--- config.mk ---
export PLATFORM = sky130hd
export DESIGN_NAME = adder_serial_reduce
export DESIGN_NICKNAME = d
export VERILOG_FILES = /design/src/rtl/adder_serial_reduce.sv
export SDC_FILE = /design/constraint.sdc
export NUM_CORES = 1
export LEC_CHECK = 0
export ABC_AREA = 1
export CORE_MARGIN = 8
export CORE_UTILIZATION = 48
export CTS_BUF_LIST = sky130_fd_sc_hd__clkbuf_16
export DETAILED_ROUTE_END_ITERATION = 10
export PLACE_DENSITY = 0.76
export SYNTH_ARGS = -nofsm -noshare
export SYNTH_HDL_FRONTEND = slang
export SYNTH_SLANG_ARGS = --single-unit
--- constraint.sdc ---
create_clock -name clk -period 2 [get_ports clk]
set_input_delay 0.2 -clock clk [delete_from_list [all_inputs] [get_ports clk]]
set_output_delay 0.2 -clock clk [all_outputs]
set_load 0.02 [all_outputs]
--- src/rtl/adder_serial_reduce.sv ---
// adder_serial_reduce: reduces n packed operands with one adder over n cycles; ADDER_SERIAL_SIGNED_EN selects two's-complement operands
module adder_serial_reduce #(
    parameter int n     = 4,
    parameter int width = 8
) (
    input  logic                      clk,
    input  logic                      rst_n,
    input  logic                      in_valid,
    output logic                      in_ready,
    input  logic [n*width-1:0]        add,
    output logic                      out_valid,
    input  logic                      out_ready,
    output logic [$clog2(n)+width-1:0] sum,
    output logic                      busy
);
    localparam int AW = $clog2(n) + width;
    localparam int CW = n > 1 ? $clog2(n) : 1;

    typedef enum logic [1:0] {IDLE, ACCUM, DONE} state_t;

    state_t             state_q, state_d;
    logic [n*width-1:0] op_q, op_d;
    logic [AW-1:0]      acc_q, acc_d, sum_q, sum_d, ext;
    logic [CW-1:0]      cnt_q, cnt_d;
    logic               out_valid_q, out_valid_d;
    logic [width-1:0]   elem;
    logic               last;

    assign in_ready  = (state_q == IDLE) || (state_q == DONE && out_ready);
    assign busy      = state_q == ACCUM;
    assign sum       = sum_q;
    assign out_valid = out_valid_q;
    assign elem      = op_q[int'(cnt_q)*width +: width];
    assign last      = cnt_q == CW'(n - 1);
`ifdef ADDER_SERIAL_SIGNED_EN
    assign ext = AW'($signed(elem));
`else
    assign ext = AW'(elem);
`endif

    // next-state: capture on accept, one addition per ACCUM cycle, publish on the n-th
    always_comb begin
        state_d     = state_q;
        op_d        = op_q;
        acc_d       = acc_q;
        cnt_d       = cnt_q;
        sum_d       = sum_q;
        out_valid_d = out_valid_q;
        case (state_q)
            IDLE: begin
                if (in_valid) begin
                    op_d    = add;
                    acc_d   = '0;
                    cnt_d   = '0;
                    state_d = ACCUM;
                end
            end
            ACCUM: begin
                acc_d = acc_q + ext;
                cnt_d = last ? '0 : cnt_q + 1'b1;
                if (last) begin
                    sum_d       = acc_q + ext;
                    out_valid_d = 1'b1;
                    state_d     = DONE;
                end
            end
            DONE: begin
                if (out_ready) begin
                    out_valid_d = 1'b0;
                    state_d     = in_valid ? ACCUM : IDLE;
                    if (in_valid) begin
                        op_d  = add;
                        acc_d = '0;
                        cnt_d = '0;
                    end
                end
            end
            default: state_d = IDLE;
        endcase
    end

    // state registers; reset drops any partial sum immediately
    always_ff @(posedge clk or negedge rst_n) begin
        if (!rst_n) begin
            state_q     <= IDLE;
            op_q        <= '0;
            acc_q       <= '0;
            cnt_q       <= '0;
            sum_q       <= '0;
            out_valid_q <= 1'b0;
        end else begin
            state_q     <= state_d;
            op_q        <= op_d;
            acc_q       <= acc_d;
            cnt_q       <= cnt_d;
            sum_q       <= sum_d;
            out_valid_q <= out_valid_d;
        end
    end
endmodule

==> results of run 1 <==
metrics by stage:
step	setup WS (ns)	cells	hold slack, ns	area, um2	utilization [%]
CTS	-0.0320	502	0.0448	3850	66.2
global route	-0.191	503	0.0765	3960	68.0
finish	-0.0201	503	0.00611	3960	68.0
floorplan	0.00577	354	-0.0956	2830	-
detailed placement	-0.164	483	0.384	3470	59.7
global placement	-0.103	483	0.376	3470	59.7
registers in the layout, summed over array words and instances, names as in the netlist:
register	cells
acc_q	10
cnt_q	2
op_q	32
out_valid	1
state_q	2
sum	10
layout by cell type, fill, tap and decap left out, types with 3 or more instances in the layout:
cell	count
sky130_fd_sc_hd__o21ai_2	4
sky130_fd_sc_hd__inv_1	14
sky130_fd_sc_hd__nand4_1	3
sky130_fd_sc_hd__clkdlybuf4s50_1	47
sky130_fd_sc_hd__o21ai_0	14
sky130_fd_sc_hd__buf_6	3
sky130_fd_sc_hd__o22ai_1	6
sky130_fd_sc_hd__nand3_2	4
sky130_fd_sc_hd__dfrtp_1	56
sky130_fd_sc_hd__ha_1	6
sky130_fd_sc_hd__inv_2	5
sky130_fd_sc_hd__nor2_1	21
sky130_fd_sc_hd__nand2_1	152
sky130_fd_sc_hd__nand3_1	13
sky130_fd_sc_hd__o21ai_1	11
sky130_fd_sc_hd__nand2_2	10
sky130_fd_sc_hd__clkbuf_16	9
sky130_fd_sc_hd__buf_4	15
worst max path at each step:
stage                               startpoint                   end  slack (ns)  depth (start not counted)
after detailed placement  cnt_q[0]$_DFFE_PN0P_    sum[8]$_DFFE_PN0P_       -0.16                         11
final                     cnt_q[0]$_DFFE_PN0P_  acc_q[9]$_DFFE_PN0P_       -0.02                         10
after CTS                 cnt_q[0]$_DFFE_PN0P_    sum[8]$_DFFE_PN0P_       -0.03                         11
after floorplan           cnt_q[0]$_DFFE_PN0P_  acc_q[7]$_DFFE_PN0P_       0.006                         10
after global placement    cnt_q[0]$_DFFE_PN0P_    sum[8]$_DFFE_PN0P_       -0.10                         11
after global routing      cnt_q[0]$_DFFE_PN0P_  acc_q[9]$_DFFE_PN0P_       -0.19                         13
kinds of logic (layout without fill, tap and decap cells):
logic type | count (synthesis) | count (layout)
XOR/XNOR | 3 | 3
flip-flops | 57 | 57
AND/OR/NAND/NOR | 210 | 210
AO/OA/AOI/OAI | 44 | 44
buffers and inverters | 30 | 104
adder cells (fa/ha/maj) | 10 | 10
per-layer routing:
metal,vias to the layer above,global-route usage (%)
li1,1275,-
met2,77,28.6
met1,1217,19.9
met5,-,0
met4,0,7.92
met3,20,4.77
cell type report:
cell class / instances / share of cell area (%)
clock inverters: 7 / 2.15
repair buffers: 67 / 16.2
well taps: 75 / 2.37
multi-input cells: 267 / 35.3
clock buffers: 9 / 5.69
flip-flops and latches: 57 / 36.1
inverters: 21 / 2.18
power by group:
part | total [mW] | internal (mW) | switching (mW) | leakage, nW
combinational | 4.57 | 1.96 | 2.61 | 1.12
clock | 1.58 | 1.07 | 0.503 | 0.150
sequential | 2.14 | 1.73 | 0.415 | 0.706
total | 8.29 | 4.76 | 3.53 | 1.98
what timing repair did:
| item | 4_1_cts | 5_1_grt |
|---|---|---|
| buffers inserted | 3 | 1 |
| setup endpoints to repair | 14 | 16 |
| gates resized for setup | 18 | 28 |
| pin swaps | 10 | 15 |
critical path, cell delays in order (launching register included):
cell and delay (ns):
sky130_fd_sc_hd__dfrtp_2 0.46, sky130_fd_sc_hd__buf_12 0.16, sky130_fd_sc_hd__o21ai_0 0.16, sky130_fd_sc_hd__o22ai_1 0.11, sky130_fd_sc_hd__ha_1 0.35, sky130_fd_sc_hd__nand2_1 0.10, sky130_fd_sc_hd__nand2_1 0.08, sky130_fd_sc_hd__a21boi_2 0.16
sky130_fd_sc_hd__nand4_1 0.15, sky130_fd_sc_hd__nand3_1 0.11, sky130_fd_sc_hd__nand2_1 0.05
==> results.md, run 1 <==
- Summing the areas of all compound-gate instances in the mapped netlist gives 8.71% of the synthesized area.
- The floorplan step set the die height to 92.8 um.
- The classification of the worst-slack hold path is input pin to asynchronous set/reset pin.
- The run finished, with violations left.
- Setup repair after global routing could not meet its margin everywhere.
- The maximum clock frequency is 0.495 GHz.
- The area growth from synthesis to layout is 39.7%.
- The critical path endpoint category is a flip-flop.
- The remaining global-route overflow is 0.
- The reg-to-reg endpoint is acc_q[9]$_DFFE_PN0P_.
- Yosys mapped a number of flops with a built-in enable equal to 0.
- The number of buffers created by CTS is 9.
- In this run, synthesis produced a sequential element count of 57.
- The cell type with the highest aggregate area in the netlist is sky130_fd_sc_hd__dfrtp_1.
- The count of yosys warnings during synthesis is 0.
- The initial antenna violation count is 0.
- The leakage power is 1.98 nW.
- After detailed routing, the number of remaining DRC violations is 0.
- The count of inserted antenna diode cells is 0.
- The count of pins on the block boundary is 49.
- The most frequently used cell type in the post-synthesis netlist is sky130_fd_sc_hd__nand2_1.
- The portion of synthesized cell area occupied by the leading cell type is 50.4%.
- The count of cells along the worst register-to-register path is 10.
- The number of placement rows is 28.
- The total routed wire length on the met1 layer is 3060 um.
- STA puts the critical path data arrival time at 2.23 ns.
- Using the TritonRoute via totals, the vias-per-cell ratio works out to 5.15.
- The worst reg-to-reg setup slack is -0.02 ns.
- The number of nets in the synthesized netlist is 400.
- The clock tree synthesis step divided the H-tree into 3 levels.
- The routed length on met2 is 3620 um.
- Clock latency on the worst-skew pair, taken at its later pin, is 0.32 ns.
- The area fraction in and, or, nand and nor cells after synthesis is 30.4%.
- In this run the clock root is driven by a sky130_fd_sc_hd__clkbuf_16.
- For the final database, setup skew stands at 0.00453 ns.
- The fraction of the mapped netlist area in adder cells is 4.68%.
- The post-synthesis instance total is 354.
- In this run the power density over the cells is 2090 nW/um2.
- In the post-synthesis netlist, the biggest area contributors are sky130_fd_sc_hd__dfrtp_1, sky130_fd_sc_hd__nand2_1, sky130_fd_sc_hd__ha_1, sky130_fd_sc_hd__o21ai_0, sky130_fd_sc_hd__nand3_1.
- The critical register-to-register path startpoint is cnt_q[0]$_DFFE_PN0P_.
- The core region is 5820 um2.
- Overall power consumption after layout is estimated at 8.29 mW.
- In this run, post-CTS hold repair placed 0 buffers.
- The unique cell type count in the Yosys netlist is 27.
- The peak fanout along the critical path is 11.
- The final estimated routing congestion in global placement is 0.847.
- The final sum of negative setup slack is -0.0658 ns.
- The first detailed-routing pass took 4 iterations.
- After detailed routing, the average wire length per cell comes to 14.3 um.
- The overall routed net length is 7210 um.
- Data on the critical path is required at its endpoint by 2.21 ns.
- The first-pass GRT wire length is 11800 um.
- The half-perimeter wire length after detailed placement is 4840 um.
- At the pin with the least slew margin, the transition time is 0.703 ns.
- The global-route usage over all layers is 17.1%.
- The number of global-route vias before repair is 2606.
- The layout net count is 469.
- In the post-route analysis, the smallest setup slack over all paths is -0.0201 ns.
- The maximum number of pins on one net before global-route repair is 58.
- The effective utilization at floorplan is 48.7%.
- The post-route minimum period is 2.02 ns.
- Wire segments on met3 add up to 378 um in the final route.
- The share of the yosys chip area belonging to registers is 50.4%.
- The classification of the worst setup path is flip-flop to flip-flop.
- Counting instances in the post-synthesis netlist gives the leading cell types as sky130_fd_sc_hd__nand2_1, sky130_fd_sc_hd__dfrtp_1, sky130_fd_sc_hd__nor2_1.
- The post-synthesis cell area is 2830 um2.
- The worst pin sits at a relative slew slack of 53.1%.
- Setup violations remaining at the end of the flow were counted as 5.
- The final-layout fill cell count is 476.
- The number of violations reported at the end of detailed-routing iteration 0 is 99.
- The highest layer touched by signal routing is met4.
- In the final layout, the share of cells above drive strength 1 is 17.8%.
- Buffers placed on the I/O ports in this run total 48.
- Across the whole layout, storage elements account for 1430 um2.
- The final reports fail on setup timing.
- TritonCTS built the clock tree.
- In the synthesized netlist the async set-or-reset flop fraction comes to 100%.
- The synthesized netlist devotes 0.928% of its cell area to XOR and XNOR gates.
- The number of nets with antenna violations after detailed routing is 0.
- After clock tree synthesis, the clock-pin slew on the worst setup and hold paths is 0.05 ns.
- The number of sinks handled by clock tree synthesis is 57.
- The hold violation total from the final report is 0.
- The die covers 8610 um2.
- The mean area per synthesized cell is 8.00 um2.
- The x dimension of the die is 92.8 um.
- Of the available clock period, the critical path in the final layout requires 101%.
- The dominant synthesized flop cell is sky130_fd_sc_hd__dfrtp_1.
- VDD sags by at most 1050 uV.
- The multiplexer share of the synthesized area is 0%.
- The largest family of logic cells by synthesized area is simple AND/OR/NAND/NOR gates.
- The routed layout has 2589 vias.
- The worst setup path is launched from a flip-flop.
- The max-slew violation count is 0.
- No sink is reached through more buffers than the 2 on the longest clock path.
- The area occupied by multi-input gates is 1400 um2.
- The count of max-cap constraint violations is 0.
No activity file was read; power rests on OpenSTA's default activity.
==> inputs of run 2 (changes only) <==
- CORE_UTILIZATION: 48 -> 53
- PLACE_DENSITY: 0.76 -> 0.8
- clock period: 2 -> 2.03 ns (I/O delays scaled with it)
==> run 2 against run 1 <==
  * The flow still finishes with violations (setup timing)
  * Worst setup slack improved by 0.014 ns
  * Total power fell by 1.8%
  * Flip-flop and latch count did not move
  * Non-clock buffer count rose by 2
  * Largest cell class unchanged
  * Via count rose by 2.1%
==> results.md, run 2 (synthesis results as in run 1) <==
- The run finished, with violations left.
- The final reports fail on setup timing.
- The layout net count is 471 (+0.43%).
- Ranked by flip-flop count, first place goes to op_q.
- The largest buffer count on any clock path is 2 (unchanged).
- The level count of the clock H-tree is 3 (unchanged).
- Setup repair after global routing could not meet its margin everywhere.
- The number of placement rows is 26 (-7.1%).
- The count of inserted antenna diode cells is 0 (unchanged).
- The arrival time at the worst endpoint is 2.25 ns (+0.02 ns).
- The final critical-path share of the clock period is 100% (-0.70 points).
- The root buffer cell chosen for the clock tree is sky130_fd_sc_hd__clkbuf_16.
- The effective utilization at floorplan was 55.1% (+6.4 points).
- The required time at the worst-slack endpoint was 2.24 ns (+0.03 ns).
- The remaining global-route overflow is 0 (unchanged).
- The post-route minimum period was 2.04 ns (+0.0161 ns).
- The flip-flop count of the largest register after layout is 32 (unchanged).
- The total power per unit cell area is 2070 nW/um2 (-1.2%).
- The post-place setup slack is -0.0571 ns (+0.107 ns).
- The number of violations reported at the end of detailed-routing iteration 0 is 159 (+61%).
- The first-pass GRT wire length is 12200 um (+3.4%).
- The hold violation total from the final report is 0 (unchanged).
- The latest clock arrival within the worst-skew pair is 0.33 ns (about the same).
- The maximum ir drop on the vdd rail is 991 uV (-5.2%).
- The total of endpoints with negative setup slack in the final report was 3 (-2).
- The number of global-route vias before repair came to 2717 (+4.3%).
- The worst slew margin relative to its limit came to 67.4% (+14 points).
- The final-layout fill cell count was 382 (-20%).
- The x dimension of the die is 89.1 um (-4.0%).
- The layout-stage area growth over the synthesis result is 38.9%.
- The detailed-route vias per instance is 5.29 (+2.7%).
- The met3 usage in global routing is 4.04% (-0.73 points).
- The count of input and output buffers is 48 (unchanged).
- The half-perimeter wire length after detailed placement is 5070 um (+4.8%).
- The most heavily used metal layer in global routing is met2.
- The transition time of the tightest slew-check pin came to 0.489 ns (-0.215 ns).
- The final sum of negative setup slack is -0.00843 ns (+0.0574 ns).
- The die outline area came to 7940 um2 (-7.8%).
- The count of max-cap constraint violations is 0 (unchanged).
- The leakage power is 1.99 nW (+0.51%).
- The count of pins on the block boundary is 49 (unchanged).
- The worst setup path is launched from a flip-flop.
- The clock tree from TritonCTS is done.
- The via total after detailed routing came to 2643 (+2.1%).
- The number of design rule violations left after detail routing came to 0 (unchanged).
- The tightest min-delay check is of the input pin to asynchronous set/reset pin type.
- The standard cell core area is 5140 um2 (-12%).
- The fraction of final layout cells sized beyond drive strength 1 is 19.3% (+1.5 points).
- The number of nets with antenna violations after detailed routing is 0 (unchanged).
- The met1 usage came to 24.0% (+4.1 points).
- The final estimated routing congestion in global placement came to 0.862 (+1.8%).
- The maximum number of pins on one net before global-route repair was 33 (-43%).
- The global-route usage over all layers is 20.0% (+2.8 points).
- The critical path endpoint category is a flip-flop.
- The wire length per cell after detailed routing is 14.9 um (+3.9%).
- The worst clock skew was 0.00427 ns (-0.000268 ns).
- The library cells used most frequently in the layout, excluding fill and tap cells, are sky130_fd_sc_hd__nand2_1, sky130_fd_sc_hd__dfrtp_1, sky130_fd_sc_hd__clkdlybuf4s50_1.
- The global-route track usage on met2 came to 32.5% (+3.9 points).
- Leaving out fill and tap cells, the most frequent cell in the layout is sky130_fd_sc_hd__nand2_1.
- The number of buffers created by CTS is 9 (unchanged).
- The final worst setup slack is -0.00629 ns (+0.0139 ns).
- The classification of the worst setup path is flip-flop to flip-flop.
- The maximum clock frequency was 0.491 GHz (-0.79%).
- The die boundary height is 89.1 um (-4.0%).
- The max-slew violation count is 0 (unchanged).
- The peak fanout along the critical path came to 15 (+4).
- The total iterations of the first detailed-routing run is 4 (unchanged).
- The number of sinks handled by clock tree synthesis came to 57 (unchanged).
- The clock slew seen by the registers of the worst setup and hold paths was 0.05 ns (about the same).
- The initial antenna violation count was 0 (unchanged).
- The overall routed net length is 7450 um (+3.3%).
[run 2: cell count changes in the layout (fill, tap and decap cells not counted), sizes merged]
cell	delta
buf	+1
clkinvlp	-1
inv	+2
bufinv	-1
dlygate4sd3	+1
[run 2: worst paths after layout]
path | from | end | slack (ns) | depth (start not counted)
setup / recovery | cnt_q[0]$_DFFE_PN0P_ | sum[9]$_DFFE_PN0P_ | -0.006 | 13
hold / removal | rst_n | sum[2]$_DFFE_PN0P_ | 0.37 | 2
setup reg to reg | cnt_q[0]$_DFFE_PN0P_ | sum[9]$_DFFE_PN0P_ | -0.006 | 13
hold reg to reg | sum[7]$_DFFE_PN0P_ | sum[7]$_DFFE_PN0P_ | 0.48 | 2
max in group asynchronous | rst_n | cnt_q[0]$_DFFE_PN0P_ | 1.01 | 3
min in group clk | add[4] | op_q[4]$_DFFE_PN0P_ | 0.41 | 3
[run 2: final cells by class]
type                            count  area [um2]  area share [%]
Tap cell                           70        87.6            2.23
Clock inverter                      7        55.1            1.40
Clock buffer                        9         225            5.73
Multi-Input combinational cell    267        1410            35.8
Timing Repair Buffer               69         643            16.3
Inverter                           21        86.3            2.19
Sequential cell                    57        1430            36.3
[run 2: report_power, final]
group	internal, mW	total, mW	switching, mW
registers	1.70	2.10	0.399
logic	1.96	4.64	2.68
clock network	0.923	1.40	0.476
total	4.59	8.14	3.55
[run 2: layer usage]
metal,vias up,routed length [um]
li1,1277,-
met1,1266,3130
met2,81,3730
met3,19,393
met4,0,198
met5,-,0
[run 2: stage by stage]
| stage | total power [mW] | utilization, % | std cells | area [um2] | hold slack (ns) |
|---|---|---|---|---|---|
| 2_1_floorplan | 4.58 | - | 354 | 2830 | -0.0926 |
| 3_3_place_gp | 5.67 | 67.0 | 477 | 3440 | 0.181 |
| 3_5_place_dp | 5.84 | 67.0 | 477 | 3440 | 0.182 |
| 4_1_cts | 7.41 | 73.2 | 496 | 3760 | 0.375 |
| 5_1_grt | 8.72 | 76.5 | 500 | 3930 | 0.407 |
| 6_report | 8.14 | 76.5 | 500 | 3930 | 0.365 |
[run 2: critical path, stage by stage (launching register included)]
cell and delay, ns:
sky130_fd_sc_hd__dfrtp_2 0.44, sky130_fd_sc_hd__clkinv_4 0.12, sky130_fd_sc_hd__buf_4 0.13, sky130_fd_sc_hd__nor2_1 0.04, sky130_fd_sc_hd__o22ai_1 0.19, sky130_fd_sc_hd__ha_2 0.34
sky130_fd_sc_hd__nand2_2 0.10, sky130_fd_sc_hd__nand2_1 0.05, sky130_fd_sc_hd__nand2_1 0.06, sky130_fd_sc_hd__nand2_1 0.06, sky130_fd_sc_hd__nand2_1 0.08, sky130_fd_sc_hd__nand4_1 0.12
sky130_fd_sc_hd__nand3_1 0.12, sky130_fd_sc_hd__nand2_1 0.05
[run 2: timing repair]
item	CTS	global route
resized for setup	7	49
buffers inserted	2	4
hold buffers	1	0
hold endpoints to repair	20	0
setup endpoints to repair	16	16
pin swaps	2	15
==> variant: new RTL, flow settings as in run 2 <==
Take the reset off `op_q` and load it in a clocked block of its own.
--- a/src/rtl/adder_serial_reduce.sv
+++ b/src/rtl/adder_serial_reduce.sv
@@ -83,19 +83,21 @@
     always_ff @(posedge clk or negedge rst_n) begin
         if (!rst_n) begin
             state_q     <= IDLE;
-            op_q        <= '0;
             acc_q       <= '0;
             cnt_q       <= '0;
             sum_q       <= '0;
             out_valid_q <= 1'b0;
         end else begin
             state_q     <= state_d;
-            op_q        <= op_d;
             acc_q       <= acc_d;
             cnt_q       <= cnt_d;
             sum_q       <= sum_d;
             out_valid_q <= out_valid_d;
         end
     end
+
+    always_ff @(posedge clk) begin
+        op_q <= op_d;
+    end
 endmodule
 
Check against the original RTL: same outputs for any inputs over 10 cycles, from zero or initial values and one cycle with rst_n low; that may be too few to reach the edited logic, so the function may still have changed.
==> variant against run 2 <==
The flow still finishes with violations (setup timing); critical endpoint is now sum[6]; non-clock buffer count unchanged; routed wire length grew 4.1%; sequential share of layout area increased by 2.9 points; power up 4.2%; sequential cell count is the same; cell area up 3.0%; global-route usage down 2.8 points; worst setup slack worse by 96 ps; via count fell by 14%; area after synthesis fell by 8.1%; cell count is 20% lower.
==> variant: results (changes against run 2) <==
Critical Path Fanout Max: 7 (-8)
Sequential share of the synthesized area: 0.6096 (+0.1059)
DRT Pass-1 Iters: 5 (+1)
RePlAce Congestion: 0.9268 (+7.5%)
Ys async rst share: 0.4386 (-0.5614)
Post-synth top cells: 70 x nand2_1, 32 x edfxtp_1, 26 x o21ai_0, 25 x dfrtp_1, 23 x nor2_1
WP data arrival: 2350 ps (+100 ps)
Wire length per cell: 19.39 um (+30%)
Share of post-route cells with drive strength above 1: 0.3664 (+0.1733)
Total negative slack: -357.0 ps (-348.6 ps)
DR iter-0 viols: 183 (+15%)
Status: finished, violations left
Max IR drop VDD: 0.9733 mV (-1.8%)
Synth Flop Type: edfxtp_1
Leakage: 1.695 nW (-15%)
Final #Nets: 375 (-20%)
Failing checks: setup timing
Reg-to-reg endpoint: sum[6]
Final Setup Violations: 9 (+6)
Met2 Use GR: 0.2722 (-0.05303)
DP Wirelength: 4178 um (-18%)
Setup ws final: -102.0 ps (-95.72 ps)
Clock skew: 5.539 ps (+1.272 ps)
WHS: 251.2 ps (-114.1 ps)
GR Util All Layers: 0.1720 (-0.02752)
-- variant: cell types whose count changed after synthesis, moves of 3 or more --
cell,run 2,this run
buf_4,3,0
o21ai_0,22,26
nand2_1,161,70
dfrtp_1,57,25
edfxtp_1,0,32
o21ai_1,6,0
-- variant: metrics by stage --
stage / power (mW) / instances
6_report: 8.482 / 400
5_1_grt: 8.874 / 400
4_1_cts: 6.713 / 392
3_5_place_dp: 5.010 / 376
3_3_place_gp: 4.882 / 376
2_1_floorplan: 3.944 / 255
-- variant: area by class of cell --
| type | instances | area (sq um) |
|---|---|---|
| Sequential cell | 57 | 1589 |
| Multi-Input combinational cell | 172 | 1286 |
| Timing Repair Buffer | 69 | 703.2 |
| Fill cell | 233 | 671.9 |
| Clock buffer | 9 | 225.2 |
| Clock inverter | 6 | 83.83 |
| Tap cell | 67 | 83.83 |
| Inverter | 20 | 80.08 |
-- variant: worst max path at each step --
stage,from,slack (ps),endpoint
2_1_floorplan,cnt_q[0],10,acc_q[8]
3_3_place_gp,cnt_q[0],20,sum[8]
3_5_place_dp,cnt_q[0],-40,sum[8]
4_1_cts,cnt_q[0],10,sum[8]
5_1_grt,cnt_q[0],-170,acc_q[6]
6_report,cnt_q[0],-100,sum[6]
-- variant: repair_timing --
action | in CTS | in global routing
resized for setup | 11 | 107
setup endpoints to repair | 13 | 14
cloned | 0 | 2
buffers inserted | 1 | 7
pin swaps | 3 | 54
-- variant: power by group --
group / switching [mW] / leakage (nW) / internal [mW] / total (mW)
sequential: 0.287 / 0.605 / 1.64 / 1.93
clock: 0.512 / 0.155 / 1.06 / 1.57
combinational: 2.83 / 0.935 / 2.15 / 4.98
-- variant: cell families (layout without fill, tap and decap cells) --
group | Yosys count | after routing | synth area share
adder cells (fa/ha/maj) | 10 | 10 | 0.05096
buffers and inverters | 26 | 104 | 0.04519
AO/OA/AOI/OAI | 42 | 42 | 0.09231
XOR/XNOR | 3 | 3 | 0.01010
AND/OR/NAND/NOR | 117 | 117 | 0.1918
flip-flops | 57 | 57 | 0.6096
-- variant: metal layers --
layer,vias up,routed length [um]
li1,1013,-
met1,1094,2911
met2,131,3911
met3,37,578
met4,0,355
met5,-,0
